## src/rtl/ball_physics_engine.sv

```systemverilog
// Breakout ball stepper: per tick, move the ball and resolve wall, brick, paddle and bottom-loss cases.
// Five-state step; done pulses 4 cycles after the tick is sampled. Ticks seen while busy are dropped.
module ball_physics_engine #(
   parameter int VX     = 8,
   parameter int VY     = 6,
   parameter int BALL_R = 4,
   parameter int PAD_HW = 32
) (
   input  logic        clk,
   input  logic        rst,
   input  logic        tick,
   input  logic        run,
   input  logic [9:0]  board_x,
   input  logic [9:0]  board_y,
   output logic [8:0]  rd_idx,
   input  logic [2:0]  rd_data,
   output logic        wr_en,
   output logic [8:0]  wr_idx,
   output logic [2:0]  wr_data,
   output logic [9:0]  ball_x,
   output logic [9:0]  ball_y,
   output logic [1:0]  ball_dir,
   output logic        busy,
   output logic        done,
   output logic        brick_hit,
   output logic        lost,
   output logic [15:0] score
);

   typedef enum logic [2:0] {IDLE, CALC, READ, RESOLVE, COMMIT} state_t;

   localparam logic signed [11:0] VX_S    = 12'(VX);
   localparam logic signed [11:0] VY_S    = 12'(VY);
   localparam logic signed [11:0] R_S     = 12'(BALL_R);
   localparam logic signed [11:0] HW_S    = 12'(PAD_HW);
   localparam logic signed [11:0] XMAX_S  = 12'(639 - BALL_R);
   localparam logic signed [11:0] BRICK_H = 12'sd192;
   localparam logic signed [11:0] Y_BOT   = 12'sd479;

   state_t             state_q, state_d;
   logic [9:0]         ball_x_q, ball_x_d, ball_y_q, ball_y_d;
   logic [1:0]         dir_q, dir_d, wdir_q, wdir_d;
   logic signed [11:0] cx_q, cx_d, cy_q, cy_d;
   logic               top_hit_q, top_hit_d, probe_vld_q, probe_vld_d;
   logic [8:0]         rd_idx_q, rd_idx_d, wr_idx_q, wr_idx_d;
   logic [2:0]         wr_data_q, wr_data_d;
   logic               wr_en_q, wr_en_d, done_q, done_d;
   logic               brick_hit_q, brick_hit_d, lost_q, lost_d;
   logic [15:0]        score_q, score_d;

   logic signed [11:0] x_s, y_s, py_s, bot_s, by_s, adx_s;
   logic [8:0]         row_w, col_w;

   always_comb begin
      state_d     = state_q;
      ball_x_d    = ball_x_q;
      ball_y_d    = ball_y_q;
      dir_d       = dir_q;
      wdir_d      = wdir_q;
      cx_d        = cx_q;
      cy_d        = cy_q;
      top_hit_d   = top_hit_q;
      probe_vld_d = probe_vld_q;
      rd_idx_d    = rd_idx_q;
      wr_idx_d    = wr_idx_q;
      wr_data_d   = wr_data_q;
      score_d     = score_q;
      wr_en_d     = 1'b0;
      done_d      = 1'b0;
      brick_hit_d = 1'b0;
      lost_d      = 1'b0;
      x_s         = signed'({2'b00, ball_x_q});
      y_s         = signed'({2'b00, ball_y_q});
      by_s        = signed'({2'b00, board_y});
      py_s        = '0;
      bot_s       = cy_q + R_S;
      adx_s       = cx_q - signed'({2'b00, board_x});
      row_w       = '0;
      col_w       = '0;
      if (adx_s < 0) adx_s = -adx_s;

      case (state_q)
         IDLE: begin
            if (tick && run) state_d = CALC;
         end
         CALC: begin
            wdir_d    = dir_q;
            top_hit_d = 1'b0;
            if (!dir_q[1]) begin
               if (x_s - VX_S < R_S) begin
                  cx_d      = R_S;
                  wdir_d[1] = 1'b1;
               end else begin
                  cx_d = x_s - VX_S;
               end
            end else if (x_s + VX_S > XMAX_S) begin
               cx_d      = XMAX_S;
               wdir_d[1] = 1'b0;
            end else begin
               cx_d = x_s + VX_S;
            end
            if (!dir_q[0] && (y_s - VY_S < R_S)) begin
               cy_d      = R_S;
               wdir_d[0] = 1'b1;
               top_hit_d = 1'b1;
            end else begin
               cy_d = dir_q[0] ? y_s + VY_S : y_s - VY_S;
            end
            state_d = READ;
         end
         READ: begin
            // Probe the leading edge of the ball in its direction of travel.
            py_s  = wdir_q[0] ? cy_q + R_S : cy_q - R_S;
            row_w = {4'b0000, py_s[7:3]};
            col_w = {4'b0000, cx_q[9:5]};
            if ((py_s < BRICK_H) && !top_hit_q) begin
               probe_vld_d = 1'b1;
               rd_idx_d    = row_w * 9'd20 + col_w;
            end else begin
               probe_vld_d = 1'b0;
            end
            state_d = RESOLVE;
         end
         RESOLVE: begin
            if (probe_vld_q && (rd_data != 3'd0)) begin
               wr_en_d     = 1'b1;
               wr_idx_d    = rd_idx_q;
               wr_data_d   = rd_data - 3'd1;
               ball_x_d    = cx_q[9:0];
               dir_d       = {wdir_q[1], ~wdir_q[0]};
               brick_hit_d = 1'b1;
               score_d     = score_q + 16'd1;
            end else if (wdir_q[0] && (bot_s >= by_s) && (bot_s < by_s + VY_S + R_S)
                         && (adx_s <= HW_S)) begin
               ball_x_d = cx_q[9:0];
               ball_y_d = board_y - 10'(BALL_R);
               dir_d    = {wdir_q[1], 1'b0};
            end else if (bot_s > Y_BOT) begin
               lost_d   = 1'b1;
               ball_x_d = 10'd320;
               ball_y_d = 10'd240;
               dir_d    = 2'b10;
            end else begin
               ball_x_d = cx_q[9:0];
               ball_y_d = cy_q[9:0];
               dir_d    = wdir_q;
            end
            done_d  = 1'b1;
            state_d = COMMIT;
         end
         COMMIT: begin
            state_d = IDLE;
         end
         default: state_d = IDLE;
      endcase
   end

   always_ff @(posedge clk) begin
      if (rst) begin
         state_q     <= IDLE;
         ball_x_q    <= 10'd320;
         ball_y_q    <= 10'd240;
         dir_q       <= 2'b10;
         wdir_q      <= 2'b10;
         cx_q        <= '0;
         cy_q        <= '0;
         top_hit_q   <= 1'b0;
         probe_vld_q <= 1'b0;
         rd_idx_q    <= '0;
         wr_idx_q    <= '0;
         wr_data_q   <= '0;
         wr_en_q     <= 1'b0;
         done_q      <= 1'b0;
         brick_hit_q <= 1'b0;
         lost_q      <= 1'b0;
         score_q     <= '0;
      end else begin
         state_q     <= state_d;
         ball_x_q    <= ball_x_d;
         ball_y_q    <= ball_y_d;
         dir_q       <= dir_d;
         wdir_q      <= wdir_d;
         cx_q        <= cx_d;
         cy_q        <= cy_d;
         top_hit_q   <= top_hit_d;
         probe_vld_q <= probe_vld_d;
         rd_idx_q    <= rd_idx_d;
         wr_idx_q    <= wr_idx_d;
         wr_data_q   <= wr_data_d;
         wr_en_q     <= wr_en_d;
         done_q      <= done_d;
         brick_hit_q <= brick_hit_d;
         lost_q      <= lost_d;
         score_q     <= score_d;
      end
   end

   assign rd_idx    = rd_idx_q;
   assign wr_en     = wr_en_q;
   assign wr_idx    = wr_idx_q;
   assign wr_data   = wr_data_q;
   assign ball_x    = ball_x_q;
   assign ball_y    = ball_y_q;
   assign ball_dir  = dir_q;
   assign busy      = (state_q != IDLE);
   assign done      = done_q;
   assign brick_hit = brick_hit_q;
   assign lost      = lost_q;
   assign score     = score_q;

endmodule
```

## config.mk

```make
export PLATFORM = sky130hd
export DESIGN_NAME = ball_physics_engine
export DESIGN_NICKNAME = d
export VERILOG_FILES = /design/src/rtl/ball_physics_engine.sv
export SDC_FILE = /design/constraint.sdc
export NUM_CORES = 1
export LEC_CHECK = 0
export BUFFER_PORTS_ARGS = -buffer_cell sky130_fd_sc_hd__buf_4
export CAP_MARGIN = 40
export CORE_MARGIN = 4
export CORE_UTILIZATION = 59
export DETAILED_ROUTE_END_ITERATION = 8
export HOLD_SLACK_MARGIN = 0.15
export PLACE_DENSITY = 0.82
export SYNTH_ARGS = -nofsm -noshare
export SYNTH_HDL_FRONTEND = slang
export SYNTH_SLANG_ARGS = --single-unit
```

## constraint.sdc

```tcl
create_clock -name clk -period 4.3 [get_ports clk]
set_input_delay 0.43 -clock clk [delete_from_list [all_inputs] [get_ports clk]]
set_output_delay 0.43 -clock clk [all_outputs]
set_load 0.01 [all_outputs]
```

==> results of run 1 <==
## how the worst max path moves through the flow
stage                          start        end
after floorplan           board_x[0]  ball_y[2]
after global placement    board_x[0]  ball_y[6]
after detailed placement  board_x[0]  ball_y[7]
after CTS                    cx_q[0]  ball_y[4]
after global routing         cy_q[3]  ball_y[6]
final                        cy_q[6]  ball_y[2]
## layout make-up
| class | count | area, um2 |
|---|---|---|
| clock inverters | 6 | 75.1 |
| clock buffers | 10 | 239 |
| well taps | 140 | 175 |
| fillers | 919 | 3210 |
| multi-input cells | 675 | 4420 |
| inverters | 51 | 191 |
| repair buffers | 99 | 767 |
| flip-flops and latches | 93 | 1860 |
## per-stage QoR
| step | std cells | area, um2 |
|---|---|---|
| after floorplan | 866 | 6640 |
| after global placement | 1056 | 7370 |
| after detailed placement | 1058 | 7410 |
| after CTS | 1074 | 7720 |
| after global routing | 1074 | 7730 |
| final | 1074 | 7730 |
## registers in the layout, summed over array words and instances, names as in the netlist
name and cells:
ball_dir 2, ball_x 10, ball_y 10, brick_hit 1
cx_q 12, cy_q 12, done 1, lost 1
probe_vld_q 1, rd_idx 9, score 16, state_q 3
top_hit_q 1, wdir_q 2, wr_data 3, wr_idx 9
## cells in the mapped netlist (14+ instances only)
cell and number:
a21oi_1 69, clkbuf_1 43, dfxtp_1 93, ha_1 52, inv_1 51, mux2i_1 15
nand2_1 80, nand2b_1 17, nand3_1 25, nand3b_1 14, nor2_1 92, nor3_1 38
o21ai_0 37, xnor2_1 41, xor2_1 23
## routing by layer
layer  up-vias  share of wire
li1       3188              -
met1      3014           0.43
met2       188           0.50
met3        31          0.046
met4         0          0.019
met5         -              0
## repair_timing
action / in CTS / in global routing
buffers inserted: 0 / 0
endpoints found under the setup margin: 0 / 5
hold endpoints to repair: 0 / 0
resized for setup: 0 / 1
## logic make-up (layout without fill, tap and decap cells)
logic type,after synthesis,in the layout,share of synthesized area
muxes,16,16,0.0243
xor gates and xnor gates,65,65,0.0868
DFF,93,93,0.280
buffers and inverters,98,166,0.0571
adders and majority gates,56,56,0.108
AOI/OAI and AO/OA,197,197,0.191
and+or+nand+nor,341,341,0.252
## power by group through the flow
stage / logic [mW] / registers, mW / clock network [mW]
6_report: 0.658 / 0.931 / 0.829
3_5_place_dp: 0.654 / 0.949 / 0
2_1_floorplan: 0.499 / 0.931 / 0
4_1_cts: 0.658 / 0.929 / 0.838
3_3_place_gp: 0.639 / 0.948 / 0
5_1_grt: 0.738 / 0.934 / 0.872
==> results.md, run 1 <==
| Group | Metric | This run |
|---|---|---|
| run status | Outcome | finished clean |
| placed design | Placer Congestion | 0.930 |
| timing | Transition time at the pin with the least slew margin | 0.848 ns |
| synthesis | Fraction of synthesized cell area taken by the top area cell type | 0.280 |
| grt | Vias in the first global route | 5918 |
| clocking | Number of buffers created by CTS | 9 |
| final layout | Most frequent standard cell in the layout excluding fill and tap cells | buf_4 |
| placed design | Worst slack after detailed placement | 0.280 ns |
| grt | Initial antenna violation count | 0 |
| routing | Via total after detailed routing | 6421 |
| clocking | Hold-fix buffers, CTS | 0 |
| floorplan | Initial Util | 0.607 |
| grt | Grt ovf | 0 |
| final layout | Most frequent cells in the layout | buf_4, dfxtp_1, nor2_1 |
| synthesis | Proportion of synthesized flip-flops having asynchronous set or reset | 0 |
| critical path | Largest driver fanout on the critical path | 6 |
| clocking | Master cell of the clock root buffer | clkbuf_16 |
| timing | Total setup violations reported at the end of the flow | 0 |
| grt | Most used routing layer in global routing | met2 |
| synthesis | Synth Register Bits | 93 |
| critical path | Critical Path Sink Type | register |
| power and ir drop | Power Density | 313 mW/mm2 |
| grt | Met3 capacity usage during global routing | 0.0322 |
| grt | Pin count of the biggest net entering global routing | 88 |
| synthesis | Post-Syn Area per Cell | 7.67 um2 |
| routing | Via density per instance | 5.98 |
| worst hold path | Origin of the worst min-delay path | rd_data[0] |
| synthesis | Share of synthesized area occupied by flip-flops and latches | 0.280 |
| timing | Crit path setup slack, layout | 0.431 ns |
| timing | Maximum clock frequency | 258 MHz |
| synthesis | Netlist area before placement | 0.00664 mm2 |
| worst hold path | Number of cells traversed by the worst hold path | 2 |
| clocking | Number of clock sinks | 93 |
| timing | Setup Total Neg Slack | 0 ns |
| worst hold path | Path class of the lowest-slack min-delay path | in2reg |
| placed design | DP HPWL | 12900 um |
| timing | Final clock period utilization by the worst path | 0.900 |
| critical path | Arrival @ worst endpoint | 4.07 ns |
| floorplan | Count of pins on the block boundary | 91 |
| power and ir drop | Fraction of power spent switching nets | 0.314 |
| routing | DRT iter0 DRCs | 672 |
| timing | Setup skew after layout | 0.00603 ns |
| critical path | Startpoint type of the worst setup path | register |
| final layout | Share of layout cells above drive strength 1 | 0.143 |
| critical path | Category of the critical setup timing path | reg2reg |
| synthesis | Net count after synthesis | 948 |
| clocking | Clock latency at the later pin of the worst-skew pair | 0.34 ns |
| synthesis | Most common flop cell mapped by yosys | dfxtp_1 |
| floorplan | Height of the die | 114 um |
| power and ir drop | Power share of the sequential group | 0.385 |
| synthesis | Warnings, synthesis | 0 |
| critical path | Slowest cell on the critical path | or4_1 |
| grt | Global-route wire length before repair | 28800 um |
| timing | Final hold violations | 0 |
| critical path | Worst flop-to-flop path startpoint | cy_q[6] |
| floorplan | Core outline area | 0.0109 mm2 |
| critical path | Cell type with the highest occurrence count on the critical path | a21o_1 |
| final layout | Final layout net count | 1011 |
| placed design | Number of buffer cells added on primary ports | 90 |
| clocking | Clock Pin Slew Worst Setup and Hold Paths | 0.07 ns |
| floorplan | Area of the die | 0.0130 mm2 |
| critical path | Data required time of the critical path | 4.50 ns |
| clocking | H-Tree Level Count | 3 |
| critical path | Buffering stage count on the worst path with inverters included | 1 |
| timing | Count of pins over their slew limit | 0 |
| critical path | Gate family responsible for the most delay along the worst path | simple AND/OR/NAND/NOR gates |
| critical path | Register-to-Register Path Depth | 15 |
| synthesis | Largest cells by area after synthesis | dfxtp_1, ha_1, xnor2_1, a21oi_1, nor2_1 |
| routing | Number of nets with antenna violations after routing | 0 |
| clocking | TritonCTS clock tree | built |
| synthesis | Number of enable flip-flop cells after synthesis | 0 |
| routing | Routed Wire Length | 17300 um |
| floorplan | Die X | 114 um |
| power and ir drop | Static Leak | 3.22 nW |
| grt | Global routing met1 resource utilization | 0.352 |
| routing | DRC viols | 0 |
| critical path | Ordered list of cells on the worst path | nand3_1 -> nor2_1 -> nand2_1 -> xor2_1 -> inv_1 -> ha_1 -> a21o_1 -> a21o_1 -> a21oi_1 -> and4_1 -> o21ai_0 -> or4_1 -> a21boi_1 -> a31oi_1 -> a221oi_2 |
| critical path | Worst reg2reg path endpoint | ball_y[2] |
| power and ir drop | Switching pwr | 0.758 mW |
| timing | Minimum clock period | 3.87 ns |
| final layout | Area added between synthesis and finish | 16.3% |
| power and ir drop | Peak supply drop | 266 uV |
| clocking | Max clock buf depth | 2 |
| synthesis | Cell taking the most area after synthesis | dfxtp_1 |
| routing | Wire per inst | 16.1 um |
| power and ir drop | Clock share of power | 0.343 |
| final layout | Share of the core filled with cells in the final layout | 0.707 |
| timing | RSZ-0062 raised after global routing | no |
| routing | First-pass iteration count of the detailed router | 5 |
| power and ir drop | Combinational Power Share | 0.272 |
| synthesis | Synth Instances | 866 |
| final layout | Antenna diode count | 0 |
| floorplan | Count of standard-cell rows | 38 |
| worst hold path | Hold-critical path endpoint | wr_data[0] |
| synthesis | Synth cell types | 67 |
| grt | GR Util All Layers | 0.267 |
| timing | Hold Slack | 0.271 ns |
| critical path | Critical path depth in cells | 15 |
| job | Number of max-cap violations | 0 |
| power and ir drop | Post-route total power | 2.42 mW |
| power and ir drop | Internal power of the cells | 1.66 mW |
| critical path | Register-to-register path setup slack | 0.43 ns |
| grt | Global routing met2 resource utilization | 0.461 |
| timing | Max_slew headroom | 0.434 |
| critical path | Peak per-stage delay on the critical path | 0.60 ns |
Note: power is estimated with default switching activity, not from simulation.
==> run 2, diff against run 1 <==
--- a/config.mk
+++ b/config.mk
@@ -5,13 +5,14 @@
 export SDC_FILE = /design/constraint.sdc
 export NUM_CORES = 1
 export LEC_CHECK = 0
+export ABC_AREA = 1
 export BUFFER_PORTS_ARGS = -buffer_cell sky130_fd_sc_hd__buf_4
 export CAP_MARGIN = 40
-export CORE_MARGIN = 4
+export CORE_MARGIN = 8
 export CORE_UTILIZATION = 59
 export DETAILED_ROUTE_END_ITERATION = 8
 export HOLD_SLACK_MARGIN = 0.15
-export PLACE_DENSITY = 0.82
+export PLACE_DENSITY = 0.81
 export SYNTH_ARGS = -nofsm -noshare
 export SYNTH_HDL_FRONTEND = slang
 export SYNTH_SLANG_ARGS = --single-unit
==> run 2 against run 1 <==
Clock skew hardly changed. Sequential share of layout area is 0.44 points lower. Fmax is 10% higher. Largest cell class unchanged. Critical path depth is 1 higher. Area after synthesis is 2.7% higher. Largest power group is now combinational logic. Combinational power is 52% higher. Design area is 1.9% higher. Critical endpoint is now rd_idx[8].
==> results.md, run 2 <==
| Group | Metric | This run |
|---|---|---|
| power and ir drop | Power Density | 361 mW/mm2 |
| placed design | Number of buffer cells added on primary ports | 90 |
| run status | Outcome | finished clean |
| critical path | Critical Path Sink Type | register |
| grt | Global-route wire length before repair | 28300 um |
| routing | Via density per instance | 5.46 |
| timing | Total setup violations reported at the end of the flow | 0 |
| synthesis | Net count after synthesis | 1094 |
| timing | Final hold violations | 0 |
| synthesis | Share of synthesized cell area in and, or, nand and nor gates | 0.302 |
| timing | Maximum clock frequency | 285 MHz |
| timing | Max_slew headroom | 0.565 |
| clocking | Hold-fix buffers, CTS | 0 |
| clocking | Clock latency at the later pin of the worst-skew pair | 0.34 ns |
| synthesis | Number of enable flip-flop cells after synthesis | 0 |
| clocking | TritonCTS clock tree | built |
| timing | RSZ-0062 raised after global routing | no |
| critical path | Largest driver fanout on the critical path | 6 |
| power and ir drop | Peak supply drop | 236 uV |
| timing | Setup skew after layout | 0.00571 ns |
| synthesis | Post-synthesis mux area share | 0 |
| final layout | Largest register FFs | 16 |
| job | Number of max-cap violations | 0 |
| floorplan | Count of standard-cell rows | 39 |
| synthesis | Warnings, synthesis | 0 |
| synthesis | Largest cells by area after synthesis | dfxtp_1, nand2_1, ha_1, inv_1, nor2_1 |
| clocking | Clock Pin Slew Worst Setup and Hold Paths | 0.06 ns |
| grt | Grt ovf | 0 |
| timing | Count of pins over their slew limit | 0 |
| critical path | Buffering stage count on the worst path with inverters included | 3 |
| synthesis | Synth cell types | 54 |
| final layout | Share of layout cells above drive strength 1 | 0.145 |
| critical path | Gate family responsible for the most delay along the worst path | adder cells |
| final layout | Antenna diode count | 0 |
| routing | First-pass iteration count of the detailed router | 5 |
| final layout | Share of the core filled with cells in the final layout | 0.692 |
| clocking | Post-cts gate resize count | 0 |
| routing | Via total after detailed routing | 6719 |
| critical path | Slowest cell on the critical path | fa_1 |
| grt | GR Util All Layers | 0.225 |
| routing | DRC viols | 0 |
| floorplan | Count of pins on the block boundary | 91 |
| clocking | Number of buffers created by CTS | 9 |
| timing | Transition time at the pin with the least slew margin | 0.652 ns |
| floorplan | Die X | 124 um |
| placed design | Placer Congestion | 0.956 |
| placed design | DP HPWL | 13000 um |
| floorplan | Height of the die | 124 um |
| synthesis | Fraction of synthesized cell area taken by the top area cell type | 0.273 |
| worst hold path | Path class of the lowest-slack min-delay path | in2reg |
| synthesis | Complex-gate fraction of the synthesized area | 0.155 |
| critical path | Startpoint type of the worst setup path | register |
| critical path | Ordered list of cells on the worst path | ha_1 -> nand2_1 -> nor2_1 -> nor2_1 -> o21ai_0 -> inv_1 -> ha_1 -> ha_1 -> inv_1 -> fa_1 -> inv_1 -> nand2_1 -> nor2_1 -> xor2_1 -> xor2_1 -> a211oi_1 |
| routing | Wire per inst | 13.9 um |
| clocking | H-Tree Level Count | 3 |
| synthesis | Post-Synth XOR/XNOR Area | 0.0552 |
| floorplan | Area of the die | 0.0153 mm2 |
| floorplan | Core outline area | 0.0114 mm2 |
| critical path | Data required time of the critical path | 4.50 ns |
| grt | Vias in the first global route | 6255 |
| timing | Minimum clock period | 3.51 ns |
| synthesis | Most common library cells after synthesis | nand2_1, inv_1, nor2_1 |
| synthesis | Post-Syn Area per Cell | 6.74 um2 |
| synthesis | Dominant combinational cell family by area after synthesis | simple AND/OR/NAND/NOR gates |
| critical path | Peak per-stage delay on the critical path | 0.45 ns |
| final layout | Final layout net count | 1165 |
| critical path | Arrival @ worst endpoint | 3.71 ns |
| critical path | Register-to-register path setup slack | 0.79 ns |
| clocking | Number of clock sinks | 93 |
| floorplan | Initial Util | 0.600 |
| synthesis | Cell taking the most area after synthesis | dfxtp_1 |
| clocking | Max clock buf depth | 2 |
| clocking | Master cell of the clock root buffer | clkbuf_16 |
| final layout | Most frequent cells in the layout | nand2_1, inv_1, nor2_1 |
| synthesis | Proportion of synthesized flip-flops having asynchronous set or reset | 0 |
| critical path | Category of the critical setup timing path | reg2reg |
| routing | Routed Wire Length | 17100 um |
| routing | Number of nets with antenna violations after routing | 0 |
| timing | Final clock period utilization by the worst path | 0.816 |
| synthesis | Count leader, synth | nand2_1 |
| final layout | Most frequent standard cell in the layout excluding fill and tap cells | nand2_1 |
| routing | DRT iter0 DRCs | 498 |
| final layout | Area added between synthesis and finish | 15.4% |
| synthesis | Synth Register Bits | 93 |
| timing | Setup Total Neg Slack | 0 ns |
| synthesis | Synth Instances | 1012 |
| synthesis | Netlist area before placement | 0.00682 mm2 |
| power and ir drop | Static Leak | 3.75 nW |
| synthesis | Most common flop cell mapped by yosys | dfxtp_1 |
| grt | Pin count of the biggest net entering global routing | 56 |
| synthesis | Share of synthesized area occupied by flip-flops and latches | 0.273 |
| grt | Initial antenna violation count | 0 |
| synthesis | Synth Area in Adders | 0.104 |
| clocking | Number of setup buffers added after CTS | 0 |
[run 2: cell count changes after synthesis, sizes merged, moves of 11 or more]
cell	previous run	this run
or3	11	0
a21oi	70	91
nor3	38	20
xnor2	42	8
nand3	25	85
mux2i	15	0
o21ai	39	63
xor2	23	35
inv	51	151
clkbuf	43	23
nand2b	17	0
nand2	80	197
nor2	93	112
[run 2: cell type report]
class / count / area (um2)
inverter: 152 / 571
clock buffer: 12 / 256
multi-input combinational: 733 / 4210
clock inverter: 3 / 68.8
fill: 1043 / 3500
sequential: 93 / 1860
timing repair buffer: 94 / 726
tap: 143 / 179
[run 2: power by group]
part	switching, mW	internal (mW)
Combinational	0.611	0.388
Clock	0.327	0.539
Sequential	0.0644	0.911
[run 2: kinds of logic (layout without fill, tap and decap cells)]
family                     after synthesis  count (layout)
and+or+nand+nor                        450             450
xor gates and xnor gates                43              43
DFF                                     93              93
buffers and inverters                  186             261
AOI/OAI and AO/OA                      185             185
adders and majority gates               55              55
[run 2: final timing paths]
kind	endpoint	cells past startpoint	start
hold / removal	wr_data[0]	2	rd_data[0]
hold reg to reg	cx_q[0]	2	cx_q[0]
setup reg to reg	rd_idx[8]	16	cy_q[2]
setup / recovery	rd_idx[8]	16	cy_q[2]
[run 2: stage by stage]
stage | std cells | worst slack (ns) | hold WS [ns] | cell area (um2) | power, mW
global route | 1230 | 0.531 | 0.261 | 7870 | 3.02
finish | 1230 | 0.793 | 0.262 | 7870 | 2.84
global placement | 1214 | 1.02 | 0.452 | 7520 | 1.94
floorplan | 1012 | 1.37 | 0.444 | 6820 | 1.74
detailed placement | 1215 | 0.901 | 0.457 | 7550 | 1.97
CTS | 1230 | 0.850 | 0.255 | 7870 | 2.85
[run 2: per-layer routing]
layer	GRT usage	up-vias	wire, um
met2	0.392	162	8380
li1	-	3460	-
met5	0	-	0
met1	0.272	3065	7580
met3	0.0452	32	810
met4	0.0722	0	335
[run 2: worst reg2reg max path, stage by stage, from the launching register on]
cell and delay [ns]:
dfxtp_1 0.44, ha_1 0.25, nand2_1 0.07, nor2_1 0.23
nor2_1 0.15, o21ai_0 0.25, inv_1 0.11, ha_1 0.32
ha_1 0.21, inv_1 0.09, fa_1 0.45, inv_1 0.09
nand2_1 0.05, nor2_1 0.15, xor2_1 0.22, xor2_1 0.18
a211oi_1 0.09
==> run 3, diff against run 2 <==
==> constraint.sdc (replaced) <==
create_clock -name clk -period 3.45 [get_ports clk]
set_input_delay 0.345 -clock clk [delete_from_list [all_inputs] [get_ports clk]]
set_output_delay 0.345 -clock clk [all_outputs]
set_load 0.01 [all_outputs]
==> run 3 against run 2 <==
Via count up 0.40%. Register-to-register slack lost 0.46 ns. Cell count up 0.41%. Sequential share of layout area is 0.11 points lower. Wire length increased by 0.63%. Count of clock-buffer cells in the layout stayed put. Global-route usage about the same. Die area is the same. Largest cell class unchanged. Largest power group unchanged. Highest routed layer unchanged.
==> results.md, run 3 (synthesis results as in run 2) <==
| Group | Metric | This run |
|---|---|---|
| placed design | Worst slack after detailed placement | 0.224 ns |
| timing | Maximum clock frequency | 321 MHz |
| clocking | Hold-fix buffers, CTS | 0 |
| final layout | Final layout net count | 1170 |
| final layout | Largest register FFs | 16 |
| timing | Max_slew headroom | 0.555 |
| run status | Outcome | finished clean |
| power and ir drop | Post-route total power | 3.55 mW |
| grt | Pin count of the biggest net entering global routing | 55 |
| clocking | Clock latency at the later pin of the worst-skew pair | 0.35 ns |
| final layout | Area added between synthesis and finish | 16.1% |
| power and ir drop | Power Density | 448 mW/mm2 |
| timing | Total setup violations reported at the end of the flow | 0 |
| grt | Grt ovf | 0 |
| final layout | Non-filler cells, final | 1235 |
| routing | Number of nets with antenna violations after routing | 0 |
| grt | Initial antenna violation count | 0 |
| clocking | Number of buffers created by CTS | 9 |
| final layout | Antenna diode count | 0 |
| power and ir drop | Switching pwr | 1.25 mW |
| final layout | Most frequent standard cell in the layout excluding fill and tap cells | nand2_1 |
| routing | Routed Wire Length | 17200 um |
| power and ir drop | Clock share of power | 0.307 |
| power and ir drop | Peak supply drop | 315 uV |
| timing | Final hold violations | 0 |
| floorplan | Area of the die | 0.0153 mm2 |
| clocking | Master cell of the clock root buffer | clkbuf_16 |
| floorplan | Initial Util | 0.600 |
| job | Number of max-cap violations | 0 |
| final layout | Share of layout cells above drive strength 1 | 0.153 |
| timing | Transition time at the pin with the least slew margin | 0.667 ns |
| power and ir drop | Combinational Power Share | 0.349 |
| placed design | DP HPWL | 13100 um |
| critical path | Critical Path Sink Type | register |
| critical path | Category of the critical setup timing path | reg2reg |
| timing | RSZ-0062 raised after global routing | no |
| clocking | Number of clock sinks | 93 |
| routing | Wire per inst | 13.9 um |
| critical path | Largest driver fanout on the critical path | 13 |
| routing | DRT iter0 DRCs | 499 |
| floorplan | Core outline area | 0.0114 mm2 |
| placed design | Placer Congestion | 0.913 |
| clocking | Max clock buf depth | 2 |
| power and ir drop | Internal power of the cells | 2.30 mW |
| timing | Minimum clock period | 3.12 ns |
| floorplan | Die X | 124 um |
| placed design | Number of buffer cells added on primary ports | 90 |
| final layout | Most frequent cells in the layout | nand2_1, inv_1, nor2_1 |
| worst hold path | Path class of the lowest-slack min-delay path | in2reg |
| clocking | H-Tree Level Count | 3 |
| power and ir drop | Power share of the sequential group | 0.344 |
| timing | Hold Slack | 0.173 ns |
| timing | Setup skew after layout | 0.00671 ns |
| timing | Final clock period utilization by the worst path | 0.903 |
| power and ir drop | Static Leak | 3.77 nW |
| floorplan | Count of pins on the block boundary | 91 |
| power and ir drop | Fraction of power spent switching nets | 0.352 |
| clocking | Clock Pin Slew Worst Setup and Hold Paths | 0.06 ns |
| routing | DRC viols | 0 |
| critical path | Data required time of the critical path | 3.68 ns |
| floorplan | Height of the die | 124 um |
| critical path | Arrival @ worst endpoint | 3.35 ns |
| grt | GR Util All Layers | 0.226 |
| placed design | Post-Place Cells | 1220 |
| timing | Count of pins over their slew limit | 0 |
| critical path | Startpoint type of the worst setup path | register |
| clocking | TritonCTS clock tree | built |
| routing | First-pass iteration count of the detailed router | 7 |
| floorplan | Count of standard-cell rows | 39 |
| final layout | Layout fillers | 1026 |
| routing | Via density per instance | 5.46 |
| grt | Global-route wire length before repair | 28100 um |
| timing | Setup Total Neg Slack | 0 ns |
| grt | Vias in the first global route | 6321 |
| timing | Crit path setup slack, layout | 0.335 ns |
| routing | Via total after detailed routing | 6746 |
[run 3: power by group through the flow]
stage / combinational, mW / clock [mW] / sequential (mW)
detailed placement: 1.22 / 0 / 1.24
global placement: 1.18 / 0 / 1.24
CTS: 1.24 / 1.10 / 1.21
floorplan: 0.961 / 0 / 1.21
global route: 1.41 / 1.14 / 1.23
finish: 1.24 / 1.09 / 1.22
[run 3: final timing paths]
kind                   start          to  slack [ns]  depth (start not counted)
setup / recovery     cy_q[4]   ball_x[8]        0.33                         17
hold / removal    rd_data[0]  wr_data[0]        0.17                          2
setup reg to reg     cy_q[4]   ball_x[8]        0.33                         17
hold reg to reg    score[15]   score[15]        0.45                          1
[run 3: cell type report]
cell class,instances,area (um2),share of cell area
clock buffers,12,256,0.0324
clock inverters,3,68.8,0.00869
inverters,152,571,0.0720
multi-input cells,733,4220,0.533
flip-flops and latches,93,1860,0.235
well taps,143,179,0.0226
repair buffers,99,763,0.0964
[run 3: per-stage QoR]
step | util | area [um2]
finish | 0.697 | 7920
global route | 0.697 | 7920
CTS | 0.696 | 7910
detailed placement | 0.667 | 7580
global placement | 0.665 | 7560
floorplan | - | 6820
[run 3: routing by layer]
layer / vias up / part of all wire / global-route usage
met1: 3073 / 0.44 / 0.269
li1: 3462 / - / -
met3: 35 / 0.049 / 0.0374
met2: 176 / 0.50 / 0.397
met4: 0 / 0.020 / 0.0865
met5: - / 0 / 0
[run 3: repair_timing]
| action | in CTS | in global routing |
|---|---|---|
| buffers inserted | 0 | 0 |
| endpoints found under the setup margin | 0 | 1 |
| resized for setup | 0 | 5 |
[run 3: critical path: stages, from the launching register on]
cell      delay (ns)
dfxtp_1         0.53
nand3_2         0.18
xor2_1          0.40
ha_1            0.33
a21oi_1         0.17
nor2_1          0.06
a211oi_1        0.21
o21ai_0         0.16
nand3_1         0.09
nand2_1         0.05
nand2_1         0.05
nand2_1         0.08
a21oi_4         0.16
nand2_4         0.14
nand3_4         0.21
nand2_1         0.08
nand2_1         0.06
nand2_1         0.05
